$ cat config.mk
export PLATFORM = sky130hd
export DESIGN_NAME = watch_set_ctrl
export DESIGN_NICKNAME = d
export VERILOG_FILES = /design/src/rtl/watch_set_ctrl.sv
export SDC_FILE = /design/constraint.sdc
export NUM_CORES = 1
export LEC_CHECK = 0
export CORE_MARGIN = 2
export CORE_UTILIZATION = 60
export DETAILED_ROUTE_END_ITERATION = 10
export PLACE_DENSITY = 0.81
export SLEW_MARGIN = 20
export SYNTH_ARGS = -nofsm -noshare
export SYNTH_HDL_FRONTEND = slang
export SYNTH_SLANG_ARGS = --single-unit
$ cat constraint.sdc
create_clock -name clk -period 5.8 [get_ports clk]
set_input_delay 0.87 -clock clk [delete_from_list [all_inputs] [get_ports clk]]
set_output_delay 0.87 -clock clk [all_outputs]
set_load 0.005 [all_outputs]
$ cat src/rtl/watch_set_ctrl.sv
// watch_set_ctrl: RUN / SET time-set controller for the watch datapath.
// Turns debounced buttons and UART command bytes into single-cycle
// sec/min/hour plus pulses. Adds field selection and a set-mode
// inactivity timeout, and issues at most one plus pulse per cycle.
// Optional feature: define WATCH_SET_AUTOREPEAT_EN to compile in
// auto-repeat of the held up button.
// An ignored button (sel/up while in RUN) does not block a UART command.
module watch_set_ctrl #(
  parameter int CLK_FREQ      = 100_000_000,
  parameter int TIMEOUT_MS    = 10_000,
  parameter int RPT_DELAY_MS  = 500,
  parameter int RPT_PERIOD_MS = 100
) (
  input  logic       clk,
  input  logic       rst,
  input  logic       i_btn_mode,
  input  logic       i_btn_sel,
  input  logic       i_btn_up,
  input  logic       i_btn_up_lvl,
  input  logic       i_cmd_valid,
  input  logic [7:0] i_cmd_data,
  output logic       o_cmd_ready,
  output logic       o_sec_plus,
  output logic       o_min_plus,
  output logic       o_hour_plus,
  output logic       o_set_mode,
  output logic [1:0] o_sel
);

  localparam int PRESCALE = (CLK_FREQ / 1000 > 1) ? CLK_FREQ / 1000 : 1;
  localparam int PRE_W    = (PRESCALE > 1) ? $clog2(PRESCALE) : 1;
  localparam int TO_W     = (TIMEOUT_MS > 1) ? $clog2(TIMEOUT_MS) : 1;

  localparam logic [7:0] CMD_SEC   = 8'h73;
  localparam logic [7:0] CMD_MIN   = 8'h6D;
  localparam logic [7:0] CMD_HOUR  = 8'h68;
  localparam logic [7:0] CMD_ENTER = 8'h65;
  localparam logic [7:0] CMD_EXIT  = 8'h78;

  // State encoding equals the o_sel field code, so o_sel comes straight off the state flops
  typedef enum logic [1:0] {
    SET_SEC  = 2'd0,
    SET_MIN  = 2'd1,
    SET_HOUR = 2'd2,
    RUN      = 2'd3
  } stateT;

  stateT            r_state;
  stateT            w_stateNext;
  logic [PRE_W-1:0] r_preCount;
  logic             w_msTick;
  logic [TO_W-1:0]  r_msCount;
  logic             w_inSet;
  logic             w_modeEvent;
  logic             w_selEvent;
  logic             w_upEvent;
  logic             w_rptFire;
  logic             w_btnBusy;
  logic             w_cmdAccept;
  logic             w_activity;
  logic             w_timeout;
  logic             w_secPlus;
  logic             w_minPlus;
  logic             w_hourPlus;
  logic             r_secPlus;
  logic             r_minPlus;
  logic             r_hourPlus;
  logic             r_cmdReady;
  logic             r_setMode;

  assign w_inSet     = (r_state != RUN);
  assign w_modeEvent = i_btn_mode;
  assign w_selEvent  = i_btn_sel & w_inSet & ~i_btn_mode;
  assign w_upEvent   = i_btn_up & w_inSet & ~i_btn_mode & ~i_btn_sel;
  assign w_btnBusy   = w_modeEvent | w_selEvent | w_upEvent | w_rptFire;
  assign w_cmdAccept = i_cmd_valid & ~w_btnBusy;
  assign w_activity  = w_btnBusy | w_cmdAccept;
  assign w_msTick    = (r_preCount == PRE_W'(PRESCALE - 1));
  assign w_timeout   = w_inSet & ~w_activity & w_msTick &
                       (r_msCount == TO_W'(TIMEOUT_MS - 1));

  // Free-running 1 ms timebase shared by the timeout and auto-repeat counters
  always_ff @(posedge clk or negedge rst) begin
    if (!rst)          r_preCount <= '0;
    else if (w_msTick) r_preCount <= '0;
    else               r_preCount <= r_preCount + 1'b1;
  end

`ifdef WATCH_SET_AUTOREPEAT_EN
  localparam int RPT_MAX = (RPT_DELAY_MS > RPT_PERIOD_MS) ? RPT_DELAY_MS : RPT_PERIOD_MS;
  localparam int RPT_W   = (RPT_MAX > 1) ? $clog2(RPT_MAX) : 1;

  logic             r_rptArmed;
  logic             r_rptFirst;
  logic [RPT_W-1:0] r_rptCount;
  logic [RPT_W-1:0] w_rptTerm;
  logic             w_rptHold;

  assign w_rptTerm = r_rptFirst ? RPT_W'(RPT_DELAY_MS - 1) : RPT_W'(RPT_PERIOD_MS - 1);
  assign w_rptHold = r_rptArmed & w_inSet & i_btn_up_lvl & ~w_modeEvent & ~w_selEvent & ~w_upEvent;
  assign w_rptFire = w_rptHold & w_msTick & (r_rptCount == w_rptTerm);

  // Auto-repeat: armed by an up press, counts ms while held, disarmed by anything that breaks the hold
  always_ff @(posedge clk or negedge rst) begin
    if (!rst) begin
      r_rptArmed <= 1'b0;
      r_rptFirst <= 1'b0;
      r_rptCount <= '0;
    end else if (w_upEvent) begin
      r_rptArmed <= 1'b1;
      r_rptFirst <= 1'b1;
      r_rptCount <= '0;
    end else if (!w_rptHold) begin
      r_rptArmed <= 1'b0;
      r_rptFirst <= 1'b0;
      r_rptCount <= '0;
    end else if (w_rptFire) begin
      r_rptFirst <= 1'b0;
      r_rptCount <= '0;
    end else if (w_msTick) begin
      r_rptCount <= r_rptCount + 1'b1;
    end
  end
`else
  localparam int RPT_UNUSED = RPT_DELAY_MS + RPT_PERIOD_MS;
  logic w_unusedLvl;
  assign w_unusedLvl = i_btn_up_lvl;
  assign w_rptFire   = 1'b0;
`endif

  // Next state and plus-pulse select: mode > sel > up > repeat > UART command > timeout
  always_comb begin
    w_stateNext = r_state;
    w_secPlus   = 1'b0;
    w_minPlus   = 1'b0;
    w_hourPlus  = 1'b0;
    if (w_modeEvent) begin
      w_stateNext = w_inSet ? RUN : SET_SEC;
    end else if (w_selEvent) begin
      case (r_state)
        SET_SEC: w_stateNext = SET_MIN;
        SET_MIN: w_stateNext = SET_HOUR;
        default: w_stateNext = SET_SEC;
      endcase
    end else if (w_upEvent || w_rptFire) begin
      case (r_state)
        SET_SEC:  w_secPlus  = 1'b1;
        SET_MIN:  w_minPlus  = 1'b1;
        SET_HOUR: w_hourPlus = 1'b1;
        default:  ;
      endcase
    end else if (w_cmdAccept) begin
      case (i_cmd_data)
        CMD_SEC:   w_secPlus  = 1'b1;
        CMD_MIN:   w_minPlus  = 1'b1;
        CMD_HOUR:  w_hourPlus = 1'b1;
        CMD_ENTER: if (!w_inSet) w_stateNext = SET_SEC;
        CMD_EXIT:  w_stateNext = RUN;
        default:   ;
      endcase
    end else if (w_timeout) begin
      w_stateNext = RUN;
    end
  end

  // State register
  always_ff @(posedge clk or negedge rst) begin
    if (!rst) r_state <= RUN;
    else      r_state <= w_stateNext;
  end

  // Inactivity counter: restarts on any activity, held at zero whenever the FSM is (or is going) to RUN
  always_ff @(posedge clk or negedge rst) begin
    if (!rst)                                   r_msCount <= '0;
    else if (w_stateNext == RUN || w_activity)  r_msCount <= '0;
    else if (w_msTick)                          r_msCount <= r_msCount + 1'b1;
  end

  // Registered outputs so the datapath sees clean single-cycle pulses
  always_ff @(posedge clk or negedge rst) begin
    if (!rst) begin
      r_secPlus  <= 1'b0;
      r_minPlus  <= 1'b0;
      r_hourPlus <= 1'b0;
      r_cmdReady <= 1'b0;
      r_setMode  <= 1'b0;
    end else begin
      r_secPlus  <= w_secPlus;
      r_minPlus  <= w_minPlus;
      r_hourPlus <= w_hourPlus;
      r_cmdReady <= w_cmdAccept;
      r_setMode  <= (w_stateNext != RUN);
    end
  end

  assign o_sec_plus  = r_secPlus;
  assign o_min_plus  = r_minPlus;
  assign o_hour_plus = r_hourPlus;
  assign o_cmd_ready = r_cmdReady;
  assign o_set_mode  = r_setMode;
  assign o_sel       = r_state;

endmodule
==> results of run 1 <==
==> stage by stage <==
step	util	power [mW]	std cells	area [µm²]	setup slack, ps
floorplan	-	0.385	207	2070	3460
global placement	0.694	0.431	268	2320	2830
detailed placement	0.694	0.438	268	2320	2670
CTS	0.727	0.671	276	2430	3060
global route	0.729	0.701	276	2430	2920
finish	0.729	0.670	276	2430	3040
==> synth_stat cells, types with 2 or more instances <==
| cell type | number | area [µm²] |
|---|---|---|
| a32oi_1 | 2 | 17.5 |
| o22ai_1 | 3 | 18.8 |
| xor2_1 | 11 | 96.3 |
| dfstp_2 | 2 | 52.6 |
| nor4_1 | 5 | 31.3 |
| clkbuf_1 | 3 | 11.3 |
| or3_1 | 9 | 56.3 |
| a21oi_1 | 4 | 20.0 |
| nand2_1 | 17 | 63.8 |
| inv_1 | 4 | 15.0 |
| dfrtp_1 | 36 | 901 |
| buf_2 | 3 | 15.0 |
| nor2_1 | 14 | 52.6 |
| o21ai_0 | 6 | 30.0 |
| nand4_1 | 12 | 75.1 |
| and3_1 | 6 | 37.5 |
| or4b_1 | 3 | 30.0 |
| xnor2_1 | 12 | 105 |
| a211oi_1 | 7 | 52.6 |
| and2_1 | 4 | 25.0 |
| nand3_1 | 10 | 50.1 |
| ha_1 | 2 | 25.0 |
| nor4_4 | 2 | 42.5 |
| nor3_1 | 6 | 30.0 |
==> per-layer routing <==
metal | wire, µm | GRT usage | vias up
li1 | - | - | 813
met1 | 1910 | 0.324 | 864
met2 | 2330 | 0.425 | 47
met3 | 211 | 0.0649 | 9
met4 | 72 | 0.0944 | 0
met5 | 0 | 0 | -
==> final timing paths <==
path | slack [ps] | end | startpoint | cells past startpoint
worst min-delay path | 500 | r_preCount[0]$_DFF_PN0_ | r_preCount[0]$_DFF_PN0_ | 1
worst max register to register | 3170 | r_msCount[4]$_DFFE_PN0P_ | r_preCount[12]$_DFF_PN0_ | 5
max in group asynchronous | 4510 | o_sel[0]$_DFF_PN1_ | rst | 2
worst max-delay path | 3040 | o_hour_plus$_DFF_PN0_ | i_btn_sel | 6
min in group asynchronous | 920 | r_preCount[16]$_DFF_PN0_ | rst | 2
worst min register to register | 500 | r_preCount[0]$_DFF_PN0_ | r_preCount[0]$_DFF_PN0_ | 1
==> flip-flops by register name, summed over array words and instances (netlist names) <==
name,flops
o_set_mode,1
o_cmd_ready,1
r_msCount,14
o_sel,2
o_hour_plus,1
o_min_plus,1
o_sec_plus,1
r_preCount,17
==> where the power goes <==
group          switching (mW)  internal [mW]  leakage (nW)  total (mW)
combinational          0.0761         0.0595         0.396       0.136
clock                  0.0888          0.146        0.0585       0.235
sequential             0.0164          0.283         0.506       0.299
total                   0.181          0.489         0.960       0.670
==> area by class of cell <==
cell class	count	area, µm²	share of cell area
multi-input combinational	158	1080	0.444
clock buffer	6	51.3	0.0211
clock inverter	2	60.1	0.0247
tap	46	57.6	0.0237
inverter	4	15.0	0.00618
timing repair buffer	22	215	0.0885
sequential	38	953	0.392
==> cell families (layout without fill, tap and decap cells) <==
logic type | after synthesis | in the layout
compound gates | 33 | 33
xor+xnor | 23 | 23
fa+ha+maj | 2 | 2
buf+inv | 11 | 34
flops | 38 | 38
mux | 1 | 1
simple gates | 99 | 99
==> worst register-to-register path, cell delays in order, from the launching register on <==
cell and delay (ps):
dfrtp_1 480, or4b_1 580, or3_1 530, nor4_4 320, o311a_1 420, a211oi_1 140
==> impl_results.md, run 1 <==
- Status: finished, final reports clean
- Largest net degree at the start of global routing: 39
- Clk buf depth: 2
- Startpoint class of the critical path: primary input
- 1st-iter DRT viols: approximately 170
- Yosys warns: 0
- # DRC: 0
- Detail Route Antenna Nets: 0
- Pwr dens: between 200 and 300 nW/µm²
- Root Buffer: clkbuf_4
- Vias post-DR: 1,733
- Post-Syn Area: around 2100 µm²
- Worst-Margin Slew: approximately 640 ps
- CP bufs+invs: 1
- Routed vias/inst: roughly 6.3
- CP Class: primary input to flip-flop
- Grt total ovfl: 0
- Number of global-route vias before repair: 1,771
- Worst-path cell chain: clkdlybuf4s50_1 -> a2bb2oi_1 -> nor3b_2 -> nand2_1 -> or4b_2 -> o31ai_1
- Mux share of post-synthesis cell area: 0.00483
- Post-Synth Adder-Cell Area: 0.0121
- Final wirelength: about 4500 µm
- DR WL/cell: approximately 16 µm
- Most frequent cells in the layout: dfrtp_1 (36), clkdlybuf4s50_1 (20), nand2_1 (17)
- Syn_nets: about 220
- Post-synth EDFFs: 0
- Worst setup EP type: flip-flop
- Post-Synth Simple-Gate Area: 0.287
- Most common cell after layout, fill and taps aside: dfrtp_1
- Core area: around 3300 µm²
- Crit path largest cell delay: roughly 650 ps
- Family with the most delay on the worst path: simple AND/OR/NAND/NOR gates
- Fin. Hold Viols: 0
- Fillers: 250
- # Max-Cap Violations: 0
- Antenna diodes: 0
- Area fraction in compound gates after synthesis: 0.114
- Hold WC Path Type: flip-flop to flip-flop
- VDD IR max: approximately 240 µV
- Num ports: 22
- Skew final: between 10 and 15 ps
- Post-CTS sizing: 0
- CP max-delay cell: or4b_2
- Die ar.: between 3000 and 4000 µm²
- Ys flop type: dfrtp_1
- Largest family of logic cells by synthesized area: simple AND/OR/NAND/NOR gates
- Seq cells post-synth: 38
- Synth Instances: between 200 and 250
- Final hold slack: a little under 500 ps
- Nets: approximately 250
- CP arrival: 3010 ps
- Initial Util: 0.622
- CP max FO: 7
- Setup bufs post-CTS: 0
- Mean Syn Cell Area: roughly 10 µm²
- 1st-pass router iterations: 4
- Asr flop ratio synth: 1.00
- CTS Buf Count: 5
- Initial antenna violation count: 0
- Post-synthesis sequential area ratio: 0.460
- Cts hold-fix bufs: 0
- Die width: approximately 63 µm
- Area growth syn-to-layout: 17.2%
- Worst rel slew slack: 0.575
- TNS Setup: 0 ps
- First-pass GRT wire length: roughly 8000 µm
- Post-synthesis cell type count: between 40 and 50
- Post-synthesis xor/xnor area fraction: 0.0971
- Final min period: between 2000 and 3000 ps
- Worst skew pair latency: 350 ps
- Leakage: 0.960 nW
- # setup viols final: 0
- Max Freq: approximately 360 MHz
- CTS tree: built
- Placement row count: 21
- CTS clk-pin slew, worst paths: about 120 ps
- H-tree Lvls: 2
- TritonCTS Sinks: 38
- Final Max Tran Viols: 0
- RSZ-0062 raised after global routing: no
- IO buf count: 20
- Final Wtd Congestion: 0.870
- Share of cells above drive strength 1: 0.0913
- All-Layer GR Usage: 0.256
- Post-DP HPWL: approximately 3300 µm
- Final period util: 0.476
- Die height: roughly 63 µm
- Worst EP required: ~6000 ps
Power figures use the tool's default switching activity.
==> run 2: changes to the inputs <==
CORE_UTILIZATION = 56   (was 60)
PLACE_DENSITY = 0.76   (was 0.81)
clock period = 2.9 ns   (was 5.8 ns; I/O delays follow)
==> run 2 against run 1 <==
  * Die area grew 6.7%
  * Power is 85% higher
  * Largest cell class unchanged
  * Setup slack lost 2800 ps
  * Via count grew 2.3%
  * Largest power group unchanged
  * Final cell count increased by 1.1%
==> impl_results.md, run 2 (same netlist as run 1, synthesis figures left out) <==
- Status: finished, final reports clean
- DP Worst Slack: 289 ps (-2390 ps)
- Skew final: 4.98 ps (-8.91 ps)
- Num ports: 22 (unchanged)
- Final Max Tran Viols: 0 (unchanged)
- # DRC: 0 (unchanged)
- CP max-delay cell: or4b_1
- Routed vias/inst: 6.35 (+1.2%)
- Final Wtd Congestion: 0.910 (+4.6%)
- Die ar.: 4210 µm² (+6.7%)
- CP Class: flip-flop to flip-flop
- Post-DP HPWL: 3260 µm (-0.66%)
- 1st-iter DRT viols: 109 (-34%)
- Number of global-route vias before repair: 1,726 (-2.5%)
- Fillers: 297 (+19%)
- All-Layer GR Usage: 0.234 (-0.0217)
- CP max FO: 10 (+3)
- Area growth syn-to-layout: 16.4%
- 1st-pass router iterations: 4 (unchanged)
- Initial antenna violation count: 0 (unchanged)
- Final hold slack: 474 ps (-21.6 ps)
- Internal: 0.877 mW (+79%)
- Top reg by flops: r_preCount
- Final min period: between 2000 and 3000 ps
- Final wirelength: 4470 µm (-1.0%)
- TNS Setup: 0 ps (unchanged)
- Flop pwr share: 0.486 (+0.039)
- Worst skew pair latency: 280 ps (-70 ps)
- CP bufs+invs: 0 (-1)
- Non-Filler Instances: 279 (+1.1%)
- H-tree Lvls: 2 (unchanged)
- VDD IR max: 434 µV (+83%)
- Placement row count: 22 (+4.8%)
- Vias post-DR: 1,773 (+2.3%)
- Detail Route Antenna Nets: 0 (unchanged)
- RSZ-0062 raised after global routing: no
- Antenna diodes: 0 (unchanged)
- Clk buf depth: 2 (unchanged)
- CTS Buf Count: 5 (unchanged)
- Hold WC Path Type: flip-flop to flip-flop
- Most frequent cells in the layout: dfrtp_1 (36), clkdlybuf4s50_1 (20), nand2_1 (17)
- CP arrival: 2750 ps (-260 ps)
- DR WL/cell: 16.0 µm (-2.1%)
- Post-CTS sizing: 0 (unchanged)
- Root Buffer: clkbuf_8
- Worst-path cell chain: or4b_1 -> or3_1 -> nor4_4 -> o311a_1 -> a211oi_1
- Core area: 3610 µm² (+8.1%)
- Die width: 64.9 µm (+3.3%)
- Nets: 247 (+0.41%)
- Setup bufs post-CTS: 0 (unchanged)
- TritonCTS Sinks: 38 (unchanged)
- Switching part of the total: 0.292 (+0.0212)
- CTS clk-pin slew, worst paths: 70 ps (-50 ps)
- IO buf count: 20 (unchanged)
- Grt total ovfl: 0 (unchanged)
- Final period util: 0.904
- Startpoint class of the critical path: flip-flop
- Crit path largest cell delay: 580 ps (-70 ps)
- CTS tree: built
- Number of flip-flops in the largest register: 17 (unchanged)
- First-pass GRT wire length: 7640 µm (-4.3%)
- Placed cell count: 271 (+1.1%)
- Worst rel slew slack: 0.593 (+0.0181)
- Cts hold-fix bufs: 0 (unchanged)
- Die height: 64.9 µm (+3.3%)
- # Max-Cap Violations: 0 (unchanged)
- Psw: 0.361 mW (+99%)
- Reg2Reg Setup Slack: 280 ps (-2890 ps)
- Leakage: 0.955 nW (-0.50%)
- Worst EP required: 3030 ps (-3020 ps)
- Family with the most delay on the worst path: simple AND/OR/NAND/NOR gates
- Pwr dens: 513 nW/µm² (+86%)
- Worst-Margin Slew: 610 ps (-27.2 ps)
- Fin. Hold Viols: 0 (unchanged)
- Share of cells above drive strength 1: 0.0866 (-0.00472)
- Worst setup EP type: flip-flop
- Most common cell after layout, fill and taps aside: dfrtp_1
- Part of the power in the clock network: 0.293 (-0.057)
- # setup viols final: 0 (unchanged)
- Comb power frac: 0.220 (+0.018)
- Max Freq: 382 MHz
- PnR worst setup slack: 280 ps (-2760 ps)
- Initial Util: 0.575 (-0.0464)
- Largest net degree at the start of global routing: 39 (unchanged)
[run 2: changes by cell type in the layout (fill, tap and decap cells not counted), sizes merged]
cell    before  now
clkinv       0    1
buf          2    3
clkbuf       6    7
bufinv       2    0
[run 2: area by class of cell]
class / instances / area [µm²] / area share
flip-flops and latches: 38 / 953 / 0.395
clock buffers: 7 / 86.3 / 0.0358
well taps: 48 / 60.1 / 0.0249
repair buffers: 23 / 223 / 0.0922
multi-input cells: 158 / 1070 / 0.444
clock inverters: 1 / 5.00 / 0.00207
inverters: 4 / 15.0 / 0.00622
[run 2: worst reg2reg max path, delay by kind of cell, from the launching register on]
family	cells	cell delay, ps
compound gates	2	580
flops	1	450
simple gates	3	1440
[run 2: power groups by stage]
stage          logic [mW]  clock network, mW  registers, mW
6_report            0.273              0.363          0.602
2_1_floorplan       0.177                  0          0.593
5_1_grt             0.296              0.402          0.607
4_1_cts             0.267              0.380          0.602
3_3_place_gp        0.260                  0          0.608
3_5_place_dp        0.267                  0          0.611
[run 2: path summary, 6_finish.rpt]
path | start | end | depth (start not counted)
max | r_preCount[12]$_DFF_PN0_ | r_msCount[10]$_DFFE_PN0P_ | 5
min | r_preCount[0]$_DFF_PN0_ | r_preCount[0]$_DFF_PN0_ | 1
max reg2reg | r_preCount[12]$_DFF_PN0_ | r_msCount[10]$_DFFE_PN0P_ | 5
min reg2reg | r_preCount[0]$_DFF_PN0_ | r_preCount[0]$_DFF_PN0_ | 1
max in group asynchronous | rst | o_sel[1]$_DFF_PN1_ | 2
min in group asynchronous | rst | r_preCount[5]$_DFF_PN0_ | 2
[run 2: metal layers]
metal	GRT usage	wire length (µm)	up-vias
met3	0.0573	243	6
li1	-	-	818
met2	0.407	2330	78
met4	0.0984	40	0
met1	0.275	1860	871
met5	0	0	-
[run 2: metrics by stage]
step / power [mW] / util / area [µm²]
final: 1.24 / 0.670 / 2410
after detailed placement: 0.877 / 0.643 / 2320
after CTS: 1.25 / 0.669 / 2410
after global routing: 1.31 / 0.670 / 2410
after floorplan: 0.770 / - / 2070
after global placement: 0.868 / 0.643 / 2320
==> run 3: changes to the inputs <==
CORE_MARGIN = 5   (was 2)
==> run 3 against run 2 <==
  * Design area shrank 1.3%
  * Non-clock buffer count is 2 lower
  * First-iteration DRC count is 9.2% lower
  * Wire length is 3.5% lower
  * Critical path depth unchanged
  * Highest routed layer unchanged
  * Fmax fell by 0.92%
  * Largest power group unchanged
  * Utilization decreased by 1.4 points
  * Largest cell class unchanged
  * Hold slack got worse by 230 ps
  * Register-to-register slack got worse by 20 ps
  * Sequential cell count unchanged
  * Final cell count down 1.1%
  * Die area is 19% higher
==> impl_results.md, run 3 (same netlist as run 1, synthesis figures left out) <==
- DR WL/cell: 15.6 µm (-2.4%)
- H-tree Lvls: 2 (unchanged)
- CP Class: flip-flop to flip-flop
- 1st-pass router iterations: 4 (unchanged)
- # Max-Cap Violations: 0 (unchanged)
- Area growth syn-to-layout: 14.8%
- Post-DP HPWL: 3150 µm (-3.3%)
- Vias post-DR: 1,698 (-4.2%)
- CP max FO: 10 (unchanged)
- Root Buffer: clkbuf_8
- Hold WC Path Type: primary input to async pin
- Num ports: 22 (unchanged)
- CP bufs+invs: 0 (unchanged)
- All-Layer GR Usage: 0.195 (-0.0390)
- Die height: 70.9 µm (+9.2%)
- Number of global-route vias before repair: 1,743 (+0.98%)
- Worst skew pair latency: 290 ps (about the same)
- DP Area: 2310 µm² (-0.59%)
- CP max-delay cell: or4b_1
- Final hold slack: 240 ps (-234 ps)
- Final wirelength: 4320 µm (-3.5%)
- Startpoint class of the critical path: flip-flop
- TNS Setup: 0 ps (unchanged)
- Post-route cell area: 2380 µm² (-1.3%)
- Clk buf depth: 2 (unchanged)
- Cts hold-fix bufs: 0 (unchanged)
- # DRC: 0 (unchanged)
- Status: finished, final reports clean
- Non-Filler Instances: 276 (-1.1%)
- Die width: 70.9 µm (+9.2%)
- Post-CTS sizing: 0 (unchanged)
- Worst EP required: 3020 ps (about the same)
- Routed vias/inst: 6.15 (-3.2%)
- DP Worst Slack: 265 ps (-24.7 ps)
- VDD IR max: 343 µV (-21%)
- CTS Buf Count: 5 (unchanged)
- Leakage: 0.936 nW (-2.1%)
- Fillers: 329 (+11%)
- Placement row count: 22 (unchanged)
- Max Freq: 378 MHz (-0.92%)
- Skew final: 7.95 ps (+2.96 ps)
- Pwr dens: 504 nW/µm² (-1.7%)
- IO buf count: 20 (unchanged)
- PnR worst setup slack: 255 ps (-24.3 ps)
- Critical register-to-register path startpoint: r_preCount[12]$_DFF_PN0_
- Worst setup EP type: flip-flop
- Family with the most delay on the worst path: simple AND/OR/NAND/NOR gates
- TritonCTS Sinks: 38 (unchanged)
- Die ar.: 5020 µm² (+19%)
- # setup viols final: 0 (unchanged)
- Crit path largest cell delay: 570 ps (about the same)
- Antenna diodes: 0 (unchanged)
- Final period util: 0.912 (+0.00838)
- Top reg by flops: r_preCount
- Initial antenna violation count: 0 (unchanged)
- Worst-path cell chain: or4b_1 -> or3_1 -> nor4_4 -> o311a_1 -> a211oi_1
- Share of cells above drive strength 1: 0.0746 (-0.0120)
- First-pass GRT wire length: 7820 µm (+2.4%)
- Final Max Tran Viols: 0 (unchanged)
- Worst-Margin Slew: 1030 ps (+417 ps)
- Final Wtd Congestion: 0.981 (+7.8%)
- Initial Util: 0.571 (-0.00436)
- CTS clk-pin slew, worst paths: 70 ps (about the same)
- Largest net degree at the start of global routing: 39 (unchanged)
- CTS tree: built
- Placed cell count: 269 (-0.74%)
- Most frequent cells in the layout: dfrtp_1 (36), clkdlybuf4s50_1 (19), nand2_1 (17)
- Final min period: 2640 ps (+24.3 ps)
- Setup bufs post-CTS: 0 (unchanged)
- RSZ-0062 raised after global routing: no
- Fin. Hold Viols: 0 (unchanged)
- Nets: 245 (-0.81%)
- Detail Route Antenna Nets: 0 (unchanged)
- Number of flip-flops in the largest register: 17 (unchanged)
- 1st-iter DRT viols: 99 (-9.2%)
- Grt total ovfl: 0 (unchanged)
- Core area: 3630 µm² (+0.76%)
- CP arrival: 2770 ps (+20 ps)
- CP startpoint: r_preCount[12]$_DFF_PN0_
- Worst rel slew slack: 0.314 (-0.279)
- Most common cell after layout, fill and taps aside: dfrtp_1
==> run 3: per-layer routing <==
layer / vias up / share of wire / GRT usage
li1: 814 / - / -
met1: 837 / 0.44 / 0.233
met2: 42 / 0.51 / 0.336
met3: 5 / 0.043 / 0.0469
met4: 0 / 0.015 / 0.0835
met5: - / 0 / 0
==> run 3: report_power, final <==
part | total (mW) | internal (mW) | switching [mW]
clock | 0.336 | 0.165 | 0.171
combinational | 0.266 | 0.116 | 0.149
sequential | 0.599 | 0.567 | 0.0322
total | 1.20 | 0.848 | 0.353
==> run 3: final timing paths <==
path                                              to  slack (ps)  cells past startpoint
setup / recovery            r_msCount[8]$_DFFE_PN0P_         260                      5
hold / removal               r_preCount[9]$_DFF_PN0_         240                      1
setup reg to reg            r_msCount[8]$_DFFE_PN0P_         260                      5
hold reg to reg              r_preCount[0]$_DFF_PN0_         480                      1
max in group asynchronous  r_msCount[11]$_DFFE_PN0P_        2130                      1
min in group clk             r_preCount[0]$_DFF_PN0_         480                      1
==> run 3: through the flow <==
step / utilization / power, mW
after floorplan: - / 0.770
after global placement: 0.635 / 0.865
after detailed placement: 0.635 / 0.872
after CTS: 0.656 / 1.21
after global routing: 0.656 / 1.27
final: 0.656 / 1.20
==> run 3: layout make-up <==
type                            instances  area [µm²]  area share
Tap cell                               48        60.1      0.0252
Clock buffer                            7        76.3      0.0320
Sequential cell                        38         953       0.400
Multi-Input combinational cell        158        1070       0.451
Inverter                                4        15.0     0.00630
Timing Repair Buffer                   21         203      0.0851
